### src/rtl/demux_stream.sv
// Registered 1-to-CH stream demultiplexer with per-channel one-entry holding registers.
// Words are steered by in_sel or broadcast to all channels; out-of-range selects are dropped and flagged.
module demux_stream #(
    parameter int WIDTH = 4,
    parameter int CH    = 4,
    parameter int SELW  = $clog2(CH)
) (
    input  logic                  clk,
    input  logic                  rst_n,
    input  logic                  in_valid,
    output logic                  in_ready,
    input  logic [WIDTH-1:0]      in_data,
    input  logic [SELW-1:0]       in_sel,
    input  logic                  in_bcast,
    output logic [CH-1:0]         out_valid,
    input  logic [CH-1:0]         out_ready,
    output logic [CH*WIDTH-1:0]   out_data,
    output logic                  sel_err
);

    localparam logic [SELW:0] CH_L = CH[SELW:0];

    logic [CH-1:0]    vld_p0;
    logic [WIDTH-1:0] data_p0 [CH];
    logic             sel_err_p0;

    logic [CH-1:0]    can_acc;
    logic [CH-1:0]    load;
    logic             sel_ok;
    logic             sel_can_acc;
    logic             accept;

    assign can_acc = ~vld_p0 | out_ready;
    assign sel_ok  = ({1'b0, in_sel} < CH_L);

    // Loop instead of can_acc[in_sel] so an out-of-range select never indexes past the vector.
    always_comb begin
        sel_can_acc = 1'b0;
        for (int k = 0; k < CH; k++) begin
            if (in_sel == SELW'(k)) sel_can_acc = can_acc[k];
        end
    end

    always_comb begin
        in_ready = 1'b1;
        if (in_bcast)    in_ready = &can_acc;
        else if (sel_ok) in_ready = sel_can_acc;
    end

    assign accept = in_valid & in_ready;

    always_comb begin
        load = '0;
        for (int k = 0; k < CH; k++) begin
            load[k] = accept & (in_bcast | (sel_ok & (in_sel == SELW'(k))));
        end
    end

    // Stage p0: per-channel holding registers; a load on the draining edge wins.
    for (genvar k = 0; k < CH; k++) begin : g_ch
        always_ff @(posedge clk or negedge rst_n) begin
            if (!rst_n) begin
                vld_p0[k]  <= 1'b0;
                data_p0[k] <= '0;
            end else if (load[k]) begin
                vld_p0[k]  <= 1'b1;
                data_p0[k] <= in_data;
            end else if (vld_p0[k] && out_ready[k]) begin
                vld_p0[k]  <= 1'b0;
                data_p0[k] <= '0;
            end
        end

        assign out_data[k*WIDTH +: WIDTH] = vld_p0[k] ? data_p0[k] : '0;
    end

    always_ff @(posedge clk or negedge rst_n) begin
        if (!rst_n) sel_err_p0 <= 1'b0;
        else        sel_err_p0 <= accept & ~in_bcast & ~sel_ok;
    end

    assign out_valid = vld_p0;
    assign sel_err   = sel_err_p0;

endmodule

### config.mk
export PLATFORM = sky130hd
export DESIGN_NAME = demux_stream
export DESIGN_NICKNAME = d
export VERILOG_FILES = /design/src/rtl/demux_stream.sv
export SDC_FILE = /design/constraint.sdc
export NUM_CORES = 1
export LEC_CHECK = 0
export BUFFER_PORTS_ARGS = -buffer_cell sky130_fd_sc_hd__buf_2
export CORE_MARGIN = 2
export CORE_UTILIZATION = 50
export CTS_BUF_LIST = sky130_fd_sc_hd__clkbuf_8
export DETAILED_ROUTE_END_ITERATION = 8
export PLACE_DENSITY = 0.8
export SLEW_MARGIN = 0
export SYNTH_ARGS = -nofsm -noshare
export SYNTH_HDL_FRONTEND = slang
export SYNTH_SLANG_ARGS = --single-unit
### constraint.sdc
create_clock -name clk -period 2.2 [get_ports clk]
set_input_delay 0.66 -clock clk [delete_from_list [all_inputs] [get_ports clk]]
set_output_delay 0.66 -clock clk [all_outputs]
set_load 0.05 [all_outputs]
==> results.yml, run 1 <==
floorplan:
  start_util_pct: 51.6
  dieArea_um2: 2610
  io_pins: 36
  fp-row-count: 17
  die_h_um: 51.1
  die_x_um: 51.1
  core_area_um2: 2150
worst_setup_path:
  critical_path_class: "input port to output pin"
  ff2ff_setup_slack_ns: 0.61
  worst_ep_arrival_time_ns: 1.47
  critPathCaptureType: "output pin"
  startpoint_type: "input port"
  reg2reg_depth: 5
  cpPeakStageDelay_ns: 0.19
  cp.required_ns: 1.54
  crit_family: "buffers and inverters"
  critPathMaxFanout: 4
  path_buf_inv: 2
  path_cells: "buf_2 > o21bai_1 > nand2b_1 > o221ai_2 > nor2_4 > buf_4"
  r2r-end: "data_p0[10]"
  crit_path_top_delay_cell: "buf_4"
  crit_start: "in_bcast"
  reg2reg_from: "out_valid[3]"
synthesis:
  syn_nets: 119
  synth-xor-area-share_pct: 0
  synthesis.area_um2: 1110
  seq_area_frac_synth_pct: 45.1
  yosys_warnings: 0
  syn_avg_cell_area_um2: 10.6
  synth_area_leaders: "dfrtp_1 45%, mux2i_1 14%, and2_1 9.0%, nand2_1 7.4%, nor3_4 4.4%"
  synth-seq-cells: 20
  synth_compound_area_share_pct: 10.5
  synth_mux_area_share_pct: 14.4
  yosys.area_share.simple_pct: 26.9
  synth_top_area_share_pct: 45.1
  synth_top_family_by_area: "simple AND/OR/NAND/NOR gates"
  syn-instance-count: 105
  synth_cell_types: 20
  synth_top_area_cell: "dfrtp_1"
  synthAdderAreaFrac_pct: 0
layout:
  drive_gt1_share_pct: 37.6
  n_antenna_cell: 0
  final_common_cell: "buf_2"
  fin_nets: 164
  final_cell_area_um2: 1440
  final_cell_mix: "33 x buf_2, 22 x nand2_1, 20 x dfrtp_1"
  syn_to_final_growth_pct: 29.9
  n_fill_cell: 181
job:
  maxCapViolCount: 0
place:
  gp_congestion: 0.756
  placed_area_um2: 1370
  place_ws_ns: 0.0182
  dp_hpwl_mm: 1.75
  portBuffers: 34
clock_network:
  clock_sinks: 20
  ctsHoldBuffers: 0
  cts.clk_slew.worst_paths_ns: 0.08
  clk_latency_ns: 0.26
  cts_tree: "built"
  cts_root_buffer: "clkbuf_8"
  numCtsBuffers: 3
  cts_max_level: 1
  cts.path.max_buffers: 2
routing:
  viasPerCell: 5.07
  drt_iter0_markers: 8
  wl_per_cell_um: 13.3
  postRouteAntennaNets: 0
  drc_errors: 0
  firstDrtPassIters: 4
  num_vias: 898
  wirelength_mm: 2.35
timing:
  fin_skew_ns: 0.00404
  setup_tns_ns: 0
  finalWorstSetupSlack_ns: 0.0706
  timing.final.crit_share_pct: 96.8
  rsz0062_at_grt: "false"
  fmax_mhz: 470
  timing.final.hold_violations: 0
  hold_ws_ns: 0.338
  finalSetupViolCount: 0
  period_minus_slack_ns: 2.13
  slew_violations: 0
global_routing:
  antenna_found_initial: 0
  grt_pass1_vias: 827
  grt_use_total_pct: 19.4
  grt_start_max_net_pins: 21
  grt_pass1_wl_mm: 3.69
  grt_overflow: 0
power_and_ir_drop:
  leakagePower_nw: 0.725
  power.density_nw_per_um2: 982
  irDropWorstVdd_mv: 0.615
status:
  status: "finished, final reports clean"
min_path:
  hp-class: "input port to asynchronous set/reset pin"
[per-layer routing]
layer / wire (um) / vias to the layer above / track usage [%] / share of wire, %
li1: - / 440 / - / -
met1: 1010 / 424 / 23.7 / 43
met2: 1170 / 32 / 34.4 / 50
met3: 158 / 2 / 3.22 / 6.7
met4: 11 / 0 / 6.76 / 0.47
met5: 0 / - / 0 / 0
[worst max-delay path by stage]
stage,endpoint,depth (start not counted)
2_1_floorplan,in_ready,3
3_3_place_gp,in_ready,6
3_5_place_dp,in_ready,6
4_1_cts,in_ready,6
5_1_grt,in_ready,6
6_report,in_ready,6
[stage by stage]
stage                     total power, W  util [%]  std cells
after floorplan                 0.000918         -        105
after CTS                        0.00142      66.9        177
after detailed placement         0.00106      63.6        173
final                            0.00141      67.0        177
after global placement           0.00104      63.6        173
after global routing             0.00148      67.0        177
[area by class of cell]
type                            instances  area (um2)  area share, %
Sequential cell                        20         500           34.8
Inverter                                6        22.5           1.56
Clock buffer                            3        41.3           2.87
Tap cell                               28        35.0           2.43
Timing Repair Buffer                   41         225           15.6
Multi-Input combinational cell         78         586           40.7
Clock inverter                          1        30.0           2.09
[power by group]
group          leakage, nW  internal (W)  switching, W
registers            0.253      0.000457     0.0000538
clock network       0.0357      0.000243      0.000122
logic                0.437      0.000167      0.000373
total                0.725      0.000866      0.000548
[worst reg2reg max path, delay by kind of cell, from the launching register on]
family | cells | cell delay (ns)
buffers and inverters | 1 | 0.19
AND/OR/NAND/NOR | 2 | 0.50
multiplexers | 1 | 0.22
flip-flops | 1 | 0.44
AO/OA/AOI/OAI | 1 | 0.16
[cell usage after synthesis, drive strengths merged]
| cell | count |
|---|---|
| o21bai | 1 |
| dfrtp | 20 |
| inv | 6 |
| nor3 | 3 |
| nor2b | 1 |
| conb | 1 |
| and2 | 16 |
| o21ai | 1 |
| o31ai | 3 |
| buf | 1 |
| nor4 | 1 |
| mux2i | 16 |
| a21oi | 3 |
| o221ai | 1 |
| o41ai | 1 |
| nand2 | 22 |
| o22ai | 1 |
| nor2 | 2 |
| nand2b | 5 |
[cells by family (layout without fill, tap and decap cells)]
group                  count (synthesis)  in the layout
buffers and inverters                  7             51
flip-flops                            20             20
AO/OA/AOI/OAI                         11             11
multiplexers                          16             16
other                                  1              1
AND/OR/NAND/NOR                       50             50
[timing repair]
item                       CTS  global route
buffers inserted             0             0
gates resized for setup      0             2
setup endpoints to repair    0             1
[flip-flops by register name (all words and copies together), names as in the netlist]
| signal | flops |
|---|---|
| data_p0 | 16 |
| out_valid | 4 |
Power figures use the tool's default switching activity.
==> inputs of run 2 (changes only) <==
--- a/config.mk
+++ b/config.mk
@@ -5,6 +5,7 @@
 export SDC_FILE = /design/constraint.sdc
 export NUM_CORES = 1
 export LEC_CHECK = 0
+export ABC_AREA = 1
 export BUFFER_PORTS_ARGS = -buffer_cell sky130_fd_sc_hd__buf_2
 export CORE_MARGIN = 2
 export CORE_UTILIZATION = 50
==> results.yml, run 2 <==
timing:
  timing.final.crit_share_pct: 94.3
  fin_skew_ns: 0.00427
  period_minus_slack_ns: 2.08
  rsz0062_at_grt: "false"
  slew_violations: 0
  finalSetupViolCount: 0
  fmax_mhz: 482
  timing.final.hold_violations: 0
  setup_tns_ns: 0
job:
  maxCapViolCount: 0
power_and_ir_drop:
  power.share.clock_pct: 27.3
  total_power_w: 0.00135
  power.density_nw_per_um2: 977
  seqPwrFrac_pct: 37.1
  comb_power_share_pct: 35.6
  p_sw_w: 0.000541
  leakagePower_nw: 0.876
  internal-power_w: 0.000813
  irDropWorstVdd_mv: 0.695
  p_sw_share_pct: 40.0
clock_network:
  cts_root_buffer: "clkbuf_8"
  cts.clk_slew.worst_paths_ns: 0.08
  clock_sinks: 20
  clk_latency_ns: 0.26
  cts.path.max_buffers: 2
  cts_tree: "built"
  numCtsBuffers: 3
  cts_max_level: 1
  ctsHoldBuffers: 0
worst_setup_path:
  critical_path_class: "register to output pin"
  ff2ff_setup_slack_ns: 0.56
  startpoint_type: "register"
  r2r-end: "data_p0[2]"
  reg2reg_depth: 9
  critPathCaptureType: "output pin"
  critPathMaxFanout: 7
  reg2reg_from: "out_valid[1]"
  cp.required_ns: 1.54
  worst_ep_arrival_time_ns: 1.42
status:
  status: "finished, final reports clean"
synthesis:
  syn-instance-count: 143
  post-synth-top-count-cell: "nand2_1"
  synthesis.area_um2: 1100
  synth-seq-cells: 20
  synth_top_area_cell: "dfrtp_1"
  synth_cell_types: 18
  yosys_warnings: 0
  synth_ff_type: "dfrtp_1"
  synth_top_area_share_pct: 45.4
  seq_area_frac_synth_pct: 45.4
  syn_avg_cell_area_um2: 7.72
  synth_edf_count: 0
  synth_area_leaders: "dfrtp_1 45%, nand2_1 16%, nand4_1 9.1%, nand3_1 7.7%, inv_1 7.5%"
  syn_nets: 157
  ys_async_sr_fraction_pct: 100
  netlist_top_cells_count: "46 x nand2_1, 22 x inv_1, 20 x dfrtp_1"
floorplan:
  start_util_pct: 51.4
  die_x_um: 51.0
  fp-row-count: 17
  io_pins: 36
  die_h_um: 51.0
  dieArea_um2: 2600
  core_area_um2: 2150
global_routing:
  grt_use_total_pct: 21.5
  grt_start_max_net_pins: 21
  antenna_found_initial: 0
  grt_overflow: 0
  grt_pass1_vias: 969
  grt_pass1_wl_mm: 4.13
routing:
  wl_per_cell_um: 12.3
  wirelength_mm: 2.58
  num_vias: 1083
  postRouteAntennaNets: 0
  drt_iter0_markers: 26
  drc_errors: 0
  firstDrtPassIters: 4
  viasPerCell: 5.18
layout:
  instances_no_fill: 209
  final_cell_mix: "46 x nand2_1, 33 x buf_2, 22 x inv_1"
  utilization_pct: 64.5
  largest_register_ffs: 16
  final_common_cell: "nand2_1"
  syn_to_final_growth_pct: 25.5
  fin_nets: 196
  n_antenna_cell: 0
  regMostFlops: "data_p0"
  n_fill_cell: 189
  drive_gt1_share_pct: 28.2
min_path:
  hp-class: "input port to asynchronous set/reset pin"
place:
  dp_cells: 205
  portBuffers: 34
  dp_hpwl_mm: 2.02
  gp_congestion: 0.821
[run 2: cell count changes in the layout (fill, tap and decap cells not counted), moves of 16 or more]
cell,previous run,this run
inv_1,6,22
nand4_1,0,16
and2_1,16,0
nand3_1,0,17
nand2_1,22,46
mux2i_1,16,0
[run 2: cell families (layout without fill, tap and decap cells)]
family	Yosys count	count (layout)	synth area share, %
flops	20	20	45.4
other cells	1	1	0.340
simple gates	89	89	40.7
buf+inv	28	66	11.0
compound gates	5	5	2.61
[run 2: final cells by class]
type / count / area [um2] / share of cell area, %
inverter: 23 / 86.3 / 6.23
clock inverter: 1 / 30.0 / 2.17
multi-input combinational: 95 / 482 / 34.8
timing repair buffer: 39 / 210 / 15.2
tap: 28 / 35.0 / 2.53
clock buffer: 3 / 41.3 / 2.98
sequential: 20 / 500 / 36.1
[run 2: critical path, cell delays in order (launching register included)]
cell,delay [ns]
dfrtp_1,0.44
inv_1,0.10
nor2_1,0.18
nand2_1,0.08
nand2_1,0.11
nor2_4,0.04
clkbuf_4,0.20
[run 2: per-stage QoR]
stage | hold WS [ns] | setup slack (ns) | area [um2]
floorplan | 0.364 | 0.182 | 1100
global placement | 0.486 | 0.132 | 1310
detailed placement | 0.489 | 0.0874 | 1310
CTS | 0.345 | 0.0895 | 1380
global route | 0.364 | 0.0180 | 1390
finish | 0.333 | 0.124 | 1390
[run 2: repair_timing]
action,in CTS,in global routing
resized for setup,0,1
buffers inserted,0,0
setup endpoints to repair,0,1
[run 2: power by group through the flow]
stage	Sequential (W)	Clock [W]	Combinational, W
after floorplan	0.000539	0	0.000332
after global placement	0.000504	0	0.000468
after detailed placement	0.000509	0	0.000483
after CTS	0.000502	0.000373	0.000483
after global routing	0.000514	0.000386	0.000523
final	0.000502	0.000369	0.000482
[run 2: how the worst max path moves through the flow]
stage	from	end	slack [ns]	cells past startpoint
2_1_floorplan	in_bcast	in_ready	0.18	6
4_1_cts	in_bcast	in_ready	0.09	7
6_report	out_valid[1]	in_ready	0.12	6
3_5_place_dp	in_bcast	in_ready	0.09	7
5_1_grt	in_sel[1]	in_ready	0.02	8
3_3_place_gp	in_bcast	in_ready	0.13	7
[run 2: layer usage]
metal / global-route usage, % / wire length (um)
met1: 23.9 / 992
met2: 39.6 / 1350
met3: 3.51 / 164
met4: 9.91 / 65
met5: 0 / 0
==> inputs of run 3 (changes only) <==
--- a/config.mk
+++ b/config.mk
@@ -9,7 +9,7 @@
 export BUFFER_PORTS_ARGS = -buffer_cell sky130_fd_sc_hd__buf_2
 export CORE_MARGIN = 2
 export CORE_UTILIZATION = 50
-export CTS_BUF_LIST = sky130_fd_sc_hd__clkbuf_8
+export CTS_BUF_LIST = sky130_fd_sc_hd__clkbuf_4 sky130_fd_sc_hd__clkbuf_8
 export DETAILED_ROUTE_END_ITERATION = 8
 export PLACE_DENSITY = 0.8
 export SLEW_MARGIN = 0
==> results.yml, run 3 (synthesized netlist as in run 2, its figures left out) <==
status:
  status: "finished, final reports clean"
power_and_ir_drop:
  total_power_w: 0.00128
  power.density_nw_per_um2: 939
  irDropWorstVdd_mv: 0.686
  leakagePower_nw: 0.867
layout:
  drive_gt1_share_pct: 28.7
  final_common_cell: "nand2_1"
  final_cell_area_um2: 1370
  regMostFlops: "data_p0"
  n_antenna_cell: 0
  fin_nets: 196
  largest_register_ffs: 16
  syn_to_final_growth_pct: 23.9
  n_fill_cell: 189
  final_cell_mix: "46 x nand2_1, 33 x buf_2, 22 x inv_1"
clock_network:
  cts.path.max_buffers: 2
  cts_tree: "built"
  numCtsBuffers: 3
  ctsHoldBuffers: 0
  clk_latency_ns: 0.30
  clock_sinks: 20
  cts_max_level: 1
  cts_root_buffer: "clkbuf_4"
  cts_resized: 0
  cts_setup_buffers: 0
  cts.clk_slew.worst_paths_ns: 0.12
floorplan:
  io_pins: 36
  start_util_pct: 51.4
  dieArea_um2: 2600
  fp-row-count: 17
  die_h_um: 51.0
  core_area_um2: 2150
  die_x_um: 51.0
worst_setup_path:
  reg2reg_depth: 9
  worstSetupEndpoint: "in_ready"
  startpoint_type: "register"
  reg2reg_from: "out_valid[1]"
  worst_ep_arrival_time_ns: 1.42
  cp.required_ns: 1.54
  crit_start: "out_valid[1]"
  critical_path_class: "register to output pin"
  critPathMaxFanout: 7
  critPathCaptureType: "output pin"
  ff2ff_setup_slack_ns: 0.57
  r2r-end: "data_p0[2]"
place:
  dp_hpwl_mm: 2.02
  portBuffers: 34
  place_ws_ns: 0.0874
  gp_congestion: 0.821
  placed_area_um2: 1310
timing:
  rsz0062_at_grt: "false"
  timing.final.crit_share_pct: 94.6
  setup_tns_ns: 0
  period_minus_slack_ns: 2.08
  fmax_mhz: 480
  finalSetupViolCount: 0
  fin_skew_ns: 0.00105
  hold_ws_ns: 0.279
  finalWorstSetupSlack_ns: 0.118
  timing.final.hold_violations: 0
  slew_violations: 0
routing:
  firstDrtPassIters: 5
  wl_per_cell_um: 12.3
  postRouteAntennaNets: 0
  wirelength_mm: 2.57
  drt_iter0_markers: 23
  drc_errors: 0
  num_vias: 1078
  viasPerCell: 5.16
global_routing:
  grt_overflow: 0
  grt_pass1_wl_mm: 4.13
  antenna_found_initial: 0
  grt_pass1_vias: 950
  grt_start_max_net_pins: 21
  grt_use_total_pct: 21.7
min_path:
  hp-class: "input port to asynchronous set/reset pin"
job:
  maxCapViolCount: 0
[run 3: area by class of cell]
cell class                 count  area (um2)  area share, %
sequential                    20         502           36.7
multi-input combinational     95         482           35.2
timing repair buffer          39         210           15.4
inverter                      23        86.3           6.31
tap                           28        35.0           2.56
clock inverter                 1        30.0           2.20
clock buffer                   3        22.5           1.65
[run 3: how the worst min path moves through the flow]
stage	slack, ns	cells past startpoint	to
2_1_floorplan	0.36	0	data_p0[0]
3_3_place_gp	0.49	2	data_p0[9]
3_5_place_dp	0.49	2	data_p0[7]
4_1_cts	0.28	1	out_valid[2]
5_1_grt	0.30	1	data_p0[4]
6_report	0.28	1	out_valid[2]
[run 3: per-stage QoR]
stage,utilization [%],instances
floorplan,-,143
global placement,61.0,205
detailed placement,61.0,205
CTS,63.5,209
global route,63.7,209
finish,63.7,209
[run 3: power by group]
part / internal [W] / leakage, nW / switching (W) / total, W
logic: 0.000125 / 0.584 / 0.000357 / 0.000482
registers: 0.000445 / 0.255 / 0.0000569 / 0.000502
clock network: 0.000184 / 0.0279 / 0.000116 / 0.000300
total: 0.000754 / 0.867 / 0.000530 / 0.00128
[run 3: worst max-delay path: stages, from the launching register on]
cell      delay [ns]
dfrtp_2         0.43
inv_1           0.08
nor2_1          0.18
nand2_1         0.08
nand2_1         0.11
nor2_4          0.04
clkbuf_4        0.20
[run 3: per-layer routing]
layer	wire length (um)	GRT usage, %	up-vias
li1	-	-	539
met1	1030	24.4	506
met2	1380	38.5	27
met3	100	3.51	6
met4	57	12.6	0
met5	0	0	-
